===== config.mk =====
export PLATFORM = sky130hd
export DESIGN_NAME = data_format_in_flat
export DESIGN_NICKNAME = d
export VERILOG_FILES = /design/src/rtl/data_format_in_pkg.sv /design/src/rtl/data_format_in_if.sv /design/src/rtl/data_format_in_hold_reg.sv /design/src/rtl/data_format_in.sv /design/src/flat_wrapper.sv
export SDC_FILE = /design/constraint.sdc
export NUM_CORES = 1
export LEC_CHECK = 0
export BUFFER_PORTS_ARGS = -buffer_cell sky130_fd_sc_hd__buf_2
export CAP_MARGIN = 20
export CELL_PAD_IN_SITES_DETAIL_PLACEMENT = 1
export CELL_PAD_IN_SITES_GLOBAL_PLACEMENT = 2
export CORE_UTILIZATION = 30
export CTS_CLUSTER_DIAMETER = 120
export DETAILED_ROUTE_END_ITERATION = 16
export HOLD_SLACK_MARGIN = 0.06
export PLACE_DENSITY_LB_ADDON = 0.3
export SYNTH_ARGS = -nofsm -noshare
export SYNTH_HDL_FRONTEND = slang
export SYNTH_HIERARCHICAL = 1
export SYNTH_SLANG_ARGS = --single-unit

===== constraint.sdc =====
create_clock -name clk -period 2.9 [get_ports clk]
set_input_delay 0.435 -clock clk [delete_from_list [all_inputs] [get_ports clk]]
set_output_delay 0.435 -clock clk [all_outputs]
set_load 0.05 [all_outputs]

===== src/rtl/data_format_in_pkg.sv =====
// Shared widths and slot math for the DDR2 write-path packer.
// Both packer and unpacker use these so slot ordering agrees.
package data_format_in_pkg;

    localparam int DI_W_DEF = 32;
    localparam int DO_W_DEF = 64;

    function automatic int ratio_f(int di_w, int do_w);
        return do_w / di_w;
    endfunction

    function automatic int cw_f(int r);
        return (r <= 2) ? 1 : $clog2(r);
    endfunction

endpackage


===== src/rtl/data_format_in_if.sv =====
// Ready/valid bundle between user side, packer and memory side.
interface data_format_in_if
    import data_format_in_pkg::*;
#(
    parameter int DI_WIDTH = DI_W_DEF,
    parameter int DO_WIDTH = DO_W_DEF
);
    localparam int RATIO = ratio_f(DI_WIDTH, DO_WIDTH);

    logic [DI_WIDTH-1:0] data_in;
    logic                din_vd;
    logic                din_rdy;
    logic                flush;
    logic [DO_WIDTH-1:0] data_out;
    logic [RATIO-1:0]    dout_mask;
    logic                dout_vd;
    logic                dout_rdy;

    modport master (
        output data_in, din_vd, flush, dout_rdy,
        input  din_rdy, data_out, dout_mask, dout_vd
    );

    modport slave (
        input  data_in, din_vd, flush, dout_rdy,
        output din_rdy, data_out, dout_mask, dout_vd
    );

endinterface


===== src/rtl/data_format_in_hold_reg.sv =====
// Single-entry valid/ready output register carrying packed data and slot mask.
module data_fmt_hold_reg #(
    parameter int DW = 64,
    parameter int MW = 2
) (
    input  logic          clk,
    input  logic          reset,
    input  logic          load_i,
    input  logic [DW-1:0] data_i,
    input  logic [MW-1:0] mask_i,
    input  logic          rdy_i,
    output logic          vd_o,
    output logic [DW-1:0] data_o,
    output logic [MW-1:0] mask_o
);

    logic          vd_q;
    logic [DW-1:0] data_q;
    logic [MW-1:0] mask_q;

    // A load always wins: the packer only loads when the entry is free or retiring.
    always_ff @(posedge clk or posedge reset) begin
        if (reset) begin
            vd_q   <= 1'b0;
            data_q <= '0;
            mask_q <= '0;
        end else if (load_i) begin
            vd_q   <= 1'b1;
            data_q <= data_i;
            mask_q <= mask_i;
        end else if (vd_q && rdy_i) begin
            vd_q   <= 1'b0;
        end
    end

    assign vd_o   = vd_q;
    assign data_o = data_q;
    assign mask_o = mask_q;

endmodule


===== src/rtl/data_format_in.sv =====
// Packs DI_WIDTH user words into DO_WIDTH memory words, slot 0 in the LSBs,
// with flush emitting a zero-padded partial word and per-slot valid mask.
module data_format_in
    import data_format_in_pkg::*;
#(
    parameter int DI_WIDTH = DI_W_DEF,
    parameter int DO_WIDTH = DO_W_DEF
) (
    input logic             clk,
    input logic             reset,
    data_format_in_if.slave bus
);

    localparam int RATIO = ratio_f(DI_WIDTH, DO_WIDTH);
    localparam int CW    = cw_f(RATIO);

    generate
        if ((DO_WIDTH % DI_WIDTH) != 0 || RATIO < 2) begin : g_bad_ratio
            $error("data_format_in: DO_WIDTH must be >=2x integer multiple of DI_WIDTH");
        end
    endgenerate

    logic [RATIO-1:0][DI_WIDTH-1:0] acc_q, acc_d, word;
    logic [CW-1:0]                  cnt_q, cnt_d;
    logic [CW:0]                    fill;
    logic                           rdy, vd, accept, fl, load;
    logic [RATIO-1:0]               ld_mask;

    assign rdy         = !reset && (!vd || bus.dout_rdy);
    assign bus.din_rdy = rdy;
    assign accept      = bus.din_vd && rdy;
    assign fl          = bus.flush && rdy;

    // Cleared slots double as the zero padding for partial words.
    always_comb begin
        word = acc_q;
        if (accept) word[cnt_q] = bus.data_in;
        fill    = {1'b0, cnt_q} + {{CW{1'b0}}, accept};
        acc_d   = acc_q;
        cnt_d   = cnt_q;
        load    = 1'b0;
        ld_mask = '0;
        for (int k = 0; k < RATIO; k++)
            ld_mask[k] = ((CW+1)'(k) < fill);
        if (accept && cnt_q == CW'(RATIO - 1)) begin
            load  = 1'b1;
            cnt_d = '0;
            acc_d = '0;
        end else if (fl && fill != '0) begin
            load  = 1'b1;
            cnt_d = '0;
            acc_d = '0;
        end else if (accept) begin
            acc_d = word;
            cnt_d = cnt_q + CW'(1);
        end
    end

    always_ff @(posedge clk or posedge reset) begin
        if (reset) begin
            acc_q <= '0;
            cnt_q <= '0;
        end else begin
            acc_q <= acc_d;
            cnt_q <= cnt_d;
        end
    end

    data_fmt_hold_reg #(
        .DW(DO_WIDTH),
        .MW(RATIO)
    ) u_hold (
        .clk    (clk),
        .reset  (reset),
        .load_i (load),
        .data_i (word),
        .mask_i (ld_mask),
        .rdy_i  (bus.dout_rdy),
        .vd_o   (vd),
        .data_o (bus.data_out),
        .mask_o (bus.dout_mask)
    );

    assign bus.dout_vd = vd;

endmodule


===== src/flat_wrapper.sv =====
// flat-port wrapper written by rule: the top's interface ports become plain ports
module data_format_in_flat import data_format_in_pkg::*;
#(
    parameter int DI_WIDTH = DI_W_DEF,
    parameter int DO_WIDTH = DO_W_DEF
)
  (clk, reset, bus_data_in, bus_din_vd, bus_flush, bus_dout_rdy, bus_din_rdy, bus_data_out, bus_dout_mask, bus_dout_vd);
  data_format_in_if #(.DI_WIDTH(DI_WIDTH), .DO_WIDTH(DO_WIDTH)) bus_i ();
  input logic clk;
  input logic reset;
  input wire logic [$bits(bus_i.data_in)-1:0] bus_data_in;
  input wire logic [$bits(bus_i.din_vd)-1:0] bus_din_vd;
  input wire logic [$bits(bus_i.flush)-1:0] bus_flush;
  input wire logic [$bits(bus_i.dout_rdy)-1:0] bus_dout_rdy;
  output wire logic [$bits(bus_i.din_rdy)-1:0] bus_din_rdy;
  output wire logic [$bits(bus_i.data_out)-1:0] bus_data_out;
  output wire logic [$bits(bus_i.dout_mask)-1:0] bus_dout_mask;
  output wire logic [$bits(bus_i.dout_vd)-1:0] bus_dout_vd;
  assign bus_i.data_in = bus_data_in;
  assign bus_i.din_vd = bus_din_vd;
  assign bus_i.flush = bus_flush;
  assign bus_i.dout_rdy = bus_dout_rdy;
  assign bus_din_rdy = bus_i.din_rdy;
  assign bus_data_out = bus_i.data_out;
  assign bus_dout_mask = bus_i.dout_mask;
  assign bus_dout_vd = bus_i.dout_vd;
  data_format_in #(.DI_WIDTH(DI_WIDTH), .DO_WIDTH(DO_WIDTH)) u_core (.clk(clk), .reset(reset), .bus(bus_i));
endmodule

==> impl_metrics.json, run 1 <==
{
  "ir_drop_v": 0.000391,
  "cts.sinks": 132,
  "clock_path_buffers": 2,
  "cp_top_family": "buffers and inverters",
  "postCtsSetupBuffers": 0,
  "synth_flop_cell": "dfrtp_1",
  "yosysTopAreaCellShare": 0.581,
  "rows": 49,
  "clockRootBuffer": "clkbuf_16",
  "top_layer_used": "met4",
  "r2r_start": "u_core/cnt_q",
  "dieWidth_um": 140,
  "fin_worst_skew_ns": 0.0103,
  "clock_latency_ns": 0.42,
  "p_leak_uw": 0.00364,
  "cts_resized": 0,
  "critical_path_arrival_ns": 2.46,
  "cp.required_ns": 3.20,
  "power.density_nw_per_um2": 829,
  "fin_nets": 518,
  "p_sw_frac": 0.326,
  "rr_worst_depth": 5,
  "maxCapViolCount": 0,
  "drv_slew": 0,
  "grt_max_degree": 35,
  "combPwrFrac": 0.249,
  "fin_crit_ns": 2.16,
  "slowest_stage": "dfrtp_1",
  "setup-tns-final_ns": 0,
  "place_congestion": 0.774,
  "pin_count": 105,
  "cp_num_buf_inv": 2,
  "seq_power_share": 0.381,
  "min_path_type": "in2async",
  "max_slew_margin": 0.629,
  "wl_met1_mm": 6.30,
  "first_pass_iters": 5,
  "drive_gt1_frac": 0.567,
  "synth_most_common_cell": "dfrtp_1",
  "port-buffer-count": 104,
  "clk_pin_slew_ns": 0.06,
  "grt_overflow_total": 0,
  "yosys.area.top_type": "dfrtp_1",
  "ys_types": 23,
  "wirelength_mm": 13.6,
  "ant_nets": 0,
  "htree_levels": 4,
  "area_growth_pct": 23.8,
  "drt_iter0_drc": 90,
  "core-area_um2": 18300,
  "fmax_mhz": 462,
  "dr_total_vias": 3403,
  "p_switching_uw": 1900,
  "via_per_inst": 4.71,
  "syn_nets": 407,
  "diodes": 0,
  "synth_edf_count": 0,
  "final-hold-violation-count": 0,
  "dp_hpwl_mm": 8.48,
  "grt_pass1_wl_mm": 22.4,
  "cp_cell_sequence": "maj3_1, nand3_1, clkinv_2, buf_12, mux2_4",
  "setup_viol": 0,
  "cts_inserted_buffers": 17,
  "critical_path_peak_fanout": 28,
  "synthTopCellsByArea": "dfrtp_1, mux2_2, mux2_4",
  "rr_endpoint": "u_core/u_hold/data_o[30]",
  "layoutNonFillerInstCount": 723,
  "drc_errors": 0,
  "synth_warnings": 6,
  "fill_cells": 1912,
  "path_class": "reg2reg",
  "wl_met2_mm": 6.60,
  "grt_pass1_vias": 3900,
  "crit_path_start_kind": "register",
  "syn_area_per_cell_um2": 15.4,
  "syn_area_um2": 5680,
  "cts_hold_buffers": 0,
  "die_height_um": 140,
  "start_util": 0.311,
  "met3_length_um": 531,
  "synthArstFlopShare": 1.00,
  "finalCritPeriodShare": 0.746,
  "synthTopCellsByCount": "dfrtp_1, mux2_2, a22o_1, and2_1, mux2_4",
  "grtUsageTotal": 0.151,
  "die-area_um2": 19500,
  "wire_per_inst_um": 18.8,
  "cts_tree": "done",
  "synth.yosys.seq_area_share": 0.581,
  "dp_cells": 691,
  "rrSetupSlack_ns": 0.74,
  "rsz0062_at_grt": "no",
  "clkPwrFrac": 0.370,
  "worst_pin_slew_ns": 0.556,
  "worstSetupEndpointType": "register",
  "ys_ff_latch": 132,
  "status": "finished, final reports clean",
  "critPathMaxStageDelay_ns": 0.44,
  "p_int_uw": 3930,
  "antenna_found_initial": 0,
  "synth_cells": 370
}
-- routing by layer --
metal,vias to the layer above,track usage
met5,-,0
met4,0,0.0503
met3,10,0.0423
met2,74,0.244
met1,1787,0.196
li1,1532,-
-- kinds of logic (layout without fill, tap and decap cells) --
logic type | Yosys count | in the layout | share of synthesized area
muxes | 130 | 130 | 0.277
DFF | 132 | 132 | 0.581
AOI/OAI and AO/OA | 36 | 36 | 0.0542
buffers and inverters | 28 | 152 | 0.0326
and+or+nand+nor | 43 | 43 | 0.0531
adders and majority gates | 1 | 1 | 0.00176
-- placed cells by master (no fill, tap or decap), types with 2 or more instances in the layout --
| master | synthesis | layout |
|---|---|---|
| dfrtp_1 | 132 | 132 |
| buf_2 | 7 | 104 |
| mux2_2 | 99 | 99 |
| a22o_1 | 32 | 32 |
| and2_1 | 32 | 32 |
| mux2_4 | 29 | 29 |
| clkbuf_16 | 0 | 17 |
| buf_4 | 7 | 9 |
| clkbuf_8 | 0 | 5 |
| clkinv_2 | 0 | 4 |
| clkinvlp_4 | 0 | 4 |
| nand2b_1 | 3 | 3 |
| clkbuf_1 | 3 | 2 |
| bufinv_16 | 0 | 2 |
| mux2_1 | 2 | 2 |
| inv_1 | 5 | 2 |
| nor2_1 | 2 | 2 |
| a21o_1 | 2 | 2 |
| buf_12 | 0 | 2 |
-- flip-flops by register name, summed over array words and instances (netlist names) --
| register | cells |
|---|---|
| u_core/acc_q | 64 |
| u_core/u_hold/data_o | 64 |
| u_core/u_hold/mask_o | 2 |
| u_core/cnt_q | 1 |
| u_core/u_hold/vd_o | 1 |
-- worst max-delay path by stage --
stage                 startpoint                  endpoint  slack [ns]  cells past startpoint
floorplan                  reset  u_core/u_hold/data_o[36]        0.10                      7
global placement       bus_flush  u_core/u_hold/data_o[30]        0.64                      6
detailed placement    bus_din_vd  u_core/u_hold/data_o[28]        0.59                      6
CTS                 u_core/cnt_q  u_core/u_hold/data_o[28]        0.72                      5
global route        u_core/cnt_q  u_core/u_hold/data_o[49]        0.65                      5
finish              u_core/cnt_q  u_core/u_hold/data_o[30]        0.74                      5
-- final cells by class --
type	instances	area [um2]	share of cell area
Timing Repair Buffer	115	628	0.0893
Clock inverter	8	97.6	0.0139
Tap cell	229	287	0.0407
Sequential cell	132	3300	0.470
Inverter	5	23.8	0.00338
Clock buffer	24	502	0.0713
Multi-Input combinational cell	210	2190	0.312
-- per-stage QoR --
step                instance area (um2)  hold slack, ns  power, uW   util  worst slack (ns)
detailed placement                 6430           0.468       3730  0.352             0.593
global route                       7030           0.205       6090  0.385             0.654
floorplan                          5680           0.447       3350      -             0.101
CTS                                7030           0.181       5920  0.385             0.723
finish                             7030           0.173       5830  0.385             0.736
global placement                   6430           0.463       3700  0.352             0.639
-- power groups by stage --
stage	clock, uW	combinational, uW	sequential, uW
floorplan	0	490	2860
global placement	0	1450	2250
detailed placement	0	1470	2260
CTS	2220	1480	2230
global route	2300	1530	2260
finish	2160	1450	2220
(Power assumes the default switching activity.)
==> inputs of run 2 (changes only) <==
==> constraint.sdc (replaced) <==
create_clock -name clk -period 2.3 [get_ports clk]
set_input_delay 0.345 -clock clk [delete_from_list [all_inputs] [get_ports clk]]
set_output_delay 0.345 -clock clk [all_outputs]
set_load 0.05 [all_outputs]
==> run 2 against run 1 <==
Net effect: non-clock buffer count unchanged; utilization grew 0.37 points; register-to-register slack lost 0.61 ns; worst hold slack worse by 0.067 ns; clock power is 29% higher; via count is 0.65% lower; die area is the same; sequential cell count is the same; critical path type unchanged; critical endpoint is now u_core/u_hold/data_o[18].
==> impl_metrics.json, run 2 (synthesized netlist as in run 1, its figures left out) <==
{
  "clock_path_buffers": 2,
  "dp_hpwl_mm": 8.37,
  "place_congestion": 0.763,
  "drv_slew": 0,
  "core-area_um2": 18300,
  "min_path_type": "in2async",
  "power_uw": 7420,
  "p_leak_uw": 0.00369,
  "grt_pass1_wl_mm": 22.0,
  "die-area_um2": 19500,
  "seq_power_share": 0.378,
  "grt_overflow_total": 0,
  "worstSetupEndpointType": "register",
  "wire_per_inst_um": 18.5,
  "postCtsSetupBuffers": 0,
  "multi_input_area_um2": 2240,
  "fill_cells": 1918,
  "fmax_mhz": 459,
  "r2r_start": "u_core/cnt_q",
  "htree_levels": 4,
  "p_switching_uw": 2400,
  "cts_tree": "done",
  "seq_area_um2": 3300,
  "rr_endpoint": "u_core/u_hold/data_o[18]",
  "cts.sinks": 132,
  "rr_worst_depth": 4,
  "finalCritPeriodShare": 0.947,
  "wirelength_mm": 13.4,
  "rrSetupSlack_ns": 0.12,
  "fin_nets": 518,
  "fin_worst_skew_ns": 0.00668,
  "final_cell_mix": "dfrtp_1, buf_2, mux2_2",
  "power.density_nw_per_um2": 1040,
  "p_int_uw": 5010,
  "dr_total_vias": 3381,
  "ant_nets": 0,
  "setup_viol": 0,
  "rows": 49,
  "clk_pin_slew_ns": 0.06,
  "area_growth_pct": 25.0,
  "pin_count": 105,
  "place_area_um2": 6480,
  "worst_pin_slew_ns": 1.08,
  "p_sw_frac": 0.324,
  "dieWidth_um": 140,
  "grt_pass1_vias": 3841,
  "clock_latency_ns": 0.42,
  "start_util": 0.311,
  "port-buffer-count": 104,
  "drc_errors": 0,
  "rsz0062_at_grt": "no",
  "clkPwrFrac": 0.374,
  "diodes": 0,
  "drive_gt1_frac": 0.573,
  "critical_path_peak_fanout": 67,
  "critical_path_arrival_ns": 2.48,
  "cp.required_ns": 2.60,
  "final_area_um2": 7100,
  "max_slew_margin": 0.277,
  "fin_crit_ns": 2.18,
  "cts_resized": 0,
  "antenna_found_initial": 0,
  "via_per_inst": 4.68,
  "crit_path_start_kind": "register",
  "cts_hold_buffers": 0,
  "grt_max_degree": 68,
  "status": "finished, final reports clean",
  "drt_iter0_drc": 109,
  "ir_drop_v": 0.000446,
  "final-hold-violation-count": 0,
  "path_class": "reg2reg",
  "clockRootBuffer": "clkbuf_16",
  "die_height_um": 140,
  "maxCapViolCount": 0,
  "cts_inserted_buffers": 17,
  "setup-tns-final_ns": 0,
  "grtUsageTotal": 0.149,
  "combPwrFrac": 0.247,
  "first_pass_iters": 6,
  "final_common_cell": "dfrtp_1"
}
## run 2: cell types whose count changed in the layout (fill, tap and decap cells not counted), sizes merged
cell | before | now
clkinv | 4 | 5
clkinvlp | 4 | 3
## run 2: critical path, cell delays in order, from the launching register on
cell and delay [ns]:
dfrtp_1 0.46, maj3_1 0.23, nand3_2 0.11, inv_4 0.75, mux2_2 0.43
## run 2: through the flow
step / setup WS, ns / utilization / instances / hold WS (ns)
2_1_floorplan: -0.255 / - / 370 / 0.447
3_3_place_gp: 0.155 / 0.355 / 691 / 0.463
3_5_place_dp: 0.0934 / 0.355 / 691 / 0.466
4_1_cts: 0.131 / 0.389 / 723 / 0.101
5_1_grt: 0.00521 / 0.389 / 723 / 0.133
6_report: 0.122 / 0.389 / 723 / 0.106
## run 2: final cells by class
type,instances,area share
clock inverters,8,0.0134
clock buffers,24,0.0735
well taps,229,0.0404
multi-input cells,210,0.315
repair buffers,115,0.0885
flip-flops and latches,132,0.465
inverters,5,0.00370
## run 2: worst max path at each step
stage | start | end | slack (ns) | cells after the start
final | u_core/cnt_q | u_core/u_hold/data_o[18] | 0.12 | 4
after global placement | bus_dout_rdy | u_core/u_hold/data_o[19] | 0.16 | 5
after global routing | u_core/cnt_q | u_core/u_hold/data_o[18] | 0.005 | 4
after CTS | u_core/cnt_q | u_core/u_hold/data_o[15] | 0.13 | 4
after floorplan | reset | u_core/u_hold/data_o[36] | -0.26 | 7
after detailed placement | bus_dout_rdy | u_core/u_hold/data_o[15] | 0.09 | 5
## run 2: power groups by stage
| stage | registers (uW) | logic (uW) | clock network, uW |
|---|---|---|---|
| global placement | 2840 | 1830 | 0 |
| detailed placement | 2850 | 1860 | 0 |
| global route | 2850 | 1940 | 2950 |
| floorplan | 3610 | 639 | 0 |
| CTS | 2810 | 1860 | 2860 |
| finish | 2810 | 1830 | 2780 |
## run 2: routing by layer
layer | vias up | track usage | routed length (um)
li1 | 1540 | - | -
met1 | 1749 | 0.202 | 6600
met2 | 74 | 0.224 | 6040
met3 | 18 | 0.0434 | 563
met4 | 0 | 0.0602 | 186
met5 | - | 0 | 0
==> inputs of run 3 (changes only) <==
--- a/config.mk
+++ b/config.mk
@@ -14,6 +14,7 @@
 export DETAILED_ROUTE_END_ITERATION = 16
 export HOLD_SLACK_MARGIN = 0.06
 export PLACE_DENSITY_LB_ADDON = 0.3
+export SKIP_LAST_GASP = 1
 export SYNTH_ARGS = -nofsm -noshare
 export SYNTH_HDL_FRONTEND = slang
 export SYNTH_HIERARCHICAL = 1
==> constraint.sdc (replaced) <==
create_clock -name clk -period 2.8 [get_ports clk]
set_input_delay 0.42 -clock clk [delete_from_list [all_inputs] [get_ports clk]]
set_output_delay 0.42 -clock clk [all_outputs]
set_load 0.05 [all_outputs]
==> run 3 against run 2 <==
Net effect: highest routed layer unchanged; count of clock-buffer cells in the layout decreased by 4; maximum frequency is 1.6% higher; worst hold slack improved by 0.083 ns; final cell count shrank 0.28%; critical endpoint is now u_core/u_hold/data_o[55]; die area stayed put; sequential cell count stayed put; sequential share of layout area up 0.090 points; critical path type unchanged; clock skew rose by 0.0076 ns; clock power is 14% lower.
==> impl_metrics.json, run 3 (synthesized netlist as in run 1, its figures left out) <==
{
  "status": "finished, final reports clean",
  "final_cell_mix": "dfrtp_1, buf_2, mux2_2",
  "power.density_nw_per_um2": 875,
  "fin_crit_ns": 2.14,
  "drc_errors": 0,
  "top_usage_layer": "met2",
  "rrSetupSlack_ns": 0.66,
  "port-buffer-count": 104,
  "first_pass_iters": 4,
  "grt_overflow_total": 0,
  "fin_nets": 516,
  "hold_ws_ns": 0.189,
  "rr_endpoint": "u_core/u_hold/data_o[55]",
  "grt_max_degree": 68,
  "critPathMaxStageDelay_ns": 0.44,
  "setup-tns-final_ns": 0,
  "worstSetupEndpointType": "register",
  "grtUsageTotal": 0.152,
  "critical_path_peak_fanout": 28,
  "rr_worst_depth": 5,
  "cts_inserted_buffers": 17,
  "finalCritPeriodShare": 0.766,
  "area_growth_pct": 24.8,
  "htree_levels": 4,
  "die-area_um2": 19500,
  "rsz0062_at_grt": "no",
  "maxCapViolCount": 0,
  "clk_pin_slew_ns": 0.06,
  "fmax_mhz": 466,
  "cts_resized": 0,
  "dr_total_vias": 3393,
  "ant_nets": 0,
  "wire_per_inst_um": 18.5,
  "cts.sinks": 132,
  "cp_cell_sequence": "maj3_1, nand3_1, clkinv_2, buf_12, mux2_4",
  "grt_pass1_wl_mm": 22.5,
  "grtUsageMet1": 0.199,
  "dp_slack_ns": 0.512,
  "cts_tree": "done",
  "via_per_inst": 4.71,
  "dp_cells": 689,
  "p_leak_uw": 0.00365,
  "final-hold-violation-count": 0,
  "slowest_stage": "dfrtp_1",
  "rows": 49,
  "clock_path_buffers": 2,
  "drv_slew": 0,
  "core-area_um2": 18300,
  "setup_ws_ns": 0.656,
  "layoutNonFillerInstCount": 721,
  "pin_count": 105,
  "clockRootBuffer": "clkbuf_16",
  "max_slew_margin": 0.410,
  "die_height_um": 140,
  "use_met3": 0.0492,
  "fill_cells": 1917,
  "ir_drop_v": 0.000391,
  "start_util": 0.311,
  "drive_gt1_frac": 0.569,
  "final_common_cell": "dfrtp_1",
  "antenna_found_initial": 0,
  "crit_path_start_kind": "register",
  "r2r_start": "u_core/cnt_q",
  "worst_pin_slew_ns": 0.886,
  "fin_worst_skew_ns": 0.0143,
  "place_congestion": 0.790,
  "path_class": "reg2reg",
  "met2_usage": 0.239,
  "setup_viol": 0,
  "grt_pass1_vias": 3917,
  "critical_path_arrival_ns": 2.45,
  "cts_hold_buffers": 0,
  "diodes": 0,
  "min_path_type": "in2async",
  "cp.required_ns": 3.10,
  "drt_iter0_drc": 107,
  "clock_latency_ns": 0.42,
  "dp_hpwl_mm": 8.10,
  "postCtsSetupBuffers": 0,
  "wirelength_mm": 13.3,
  "dieWidth_um": 140
}
[run 3: changes by cell type in the layout (fill, tap and decap cells not counted), sizes merged]
cell	previous run	this run
inv	3	4
bufinv	2	4
clkbuf	24	20
buf	115	113
clkinvlp	3	6
clkinv	5	3
[run 3: worst max-delay path by stage]
| stage | slack [ns] | depth (start not counted) | from | end |
|---|---|---|---|---|
| 6_report | 0.66 | 5 | u_core/cnt_q | u_core/u_hold/data_o[55] |
| 5_1_grt | 0.54 | 5 | u_core/cnt_q | u_core/u_hold/data_o[53] |
| 4_1_cts | 0.62 | 5 | u_core/cnt_q | u_core/u_hold/data_o[55] |
| 3_5_place_dp | 0.51 | 6 | bus_din_vd | u_core/u_hold/data_o[49] |
| 3_3_place_gp | 0.55 | 6 | bus_flush | u_core/u_hold/data_o[30] |
| 2_1_floorplan | 0.02 | 7 | reset | u_core/u_hold/data_o[36] |
[run 3: per-stage QoR]
| stage | util | total power, uW | area, um2 |
|---|---|---|---|
| 2_1_floorplan | - | 3470 | 5680 |
| 3_3_place_gp | 0.353 | 3830 | 6440 |
| 3_5_place_dp | 0.353 | 3860 | 6440 |
| 4_1_cts | 0.388 | 6310 | 7090 |
| 5_1_grt | 0.388 | 6470 | 7090 |
| 6_report | 0.388 | 6200 | 7090 |
[run 3: layer usage]
metal / share of wire / up-vias
met1: 0.47 / 1771
met4: 0.0082 / 0
met5: 0 / -
met2: 0.47 / 78
met3: 0.047 / 7
li1: - / 1537
[run 3: report_power, final]
group | total (uW) | switching (uW) | internal (uW)
clock | 2390 | 834 | 1560
sequential | 2300 | 145 | 2160
combinational | 1500 | 1020 | 486
[run 3: cell type report]
| type | instances | area, um2 | share of cell area |
|---|---|---|---|
| multi-input cells | 210 | 2190 | 0.309 |
| inverters | 5 | 23.8 | 0.00335 |
| well taps | 229 | 287 | 0.0404 |
| clock inverters | 12 | 176 | 0.0249 |
| flip-flops and latches | 132 | 3300 | 0.466 |
| repair buffers | 113 | 638 | 0.0900 |
| clock buffers | 20 | 467 | 0.0659 |
[run 3: critical path: cells and delay by family (launching register included)]
kind | cells | cell delay [ns]
AND/OR/NAND/NOR | 1 | 0.13
buffers and inverters | 2 | 0.76
multiplexers | 1 | 0.31
flip-flops | 1 | 0.44
adder cells (fa/ha/maj) | 1 | 0.36
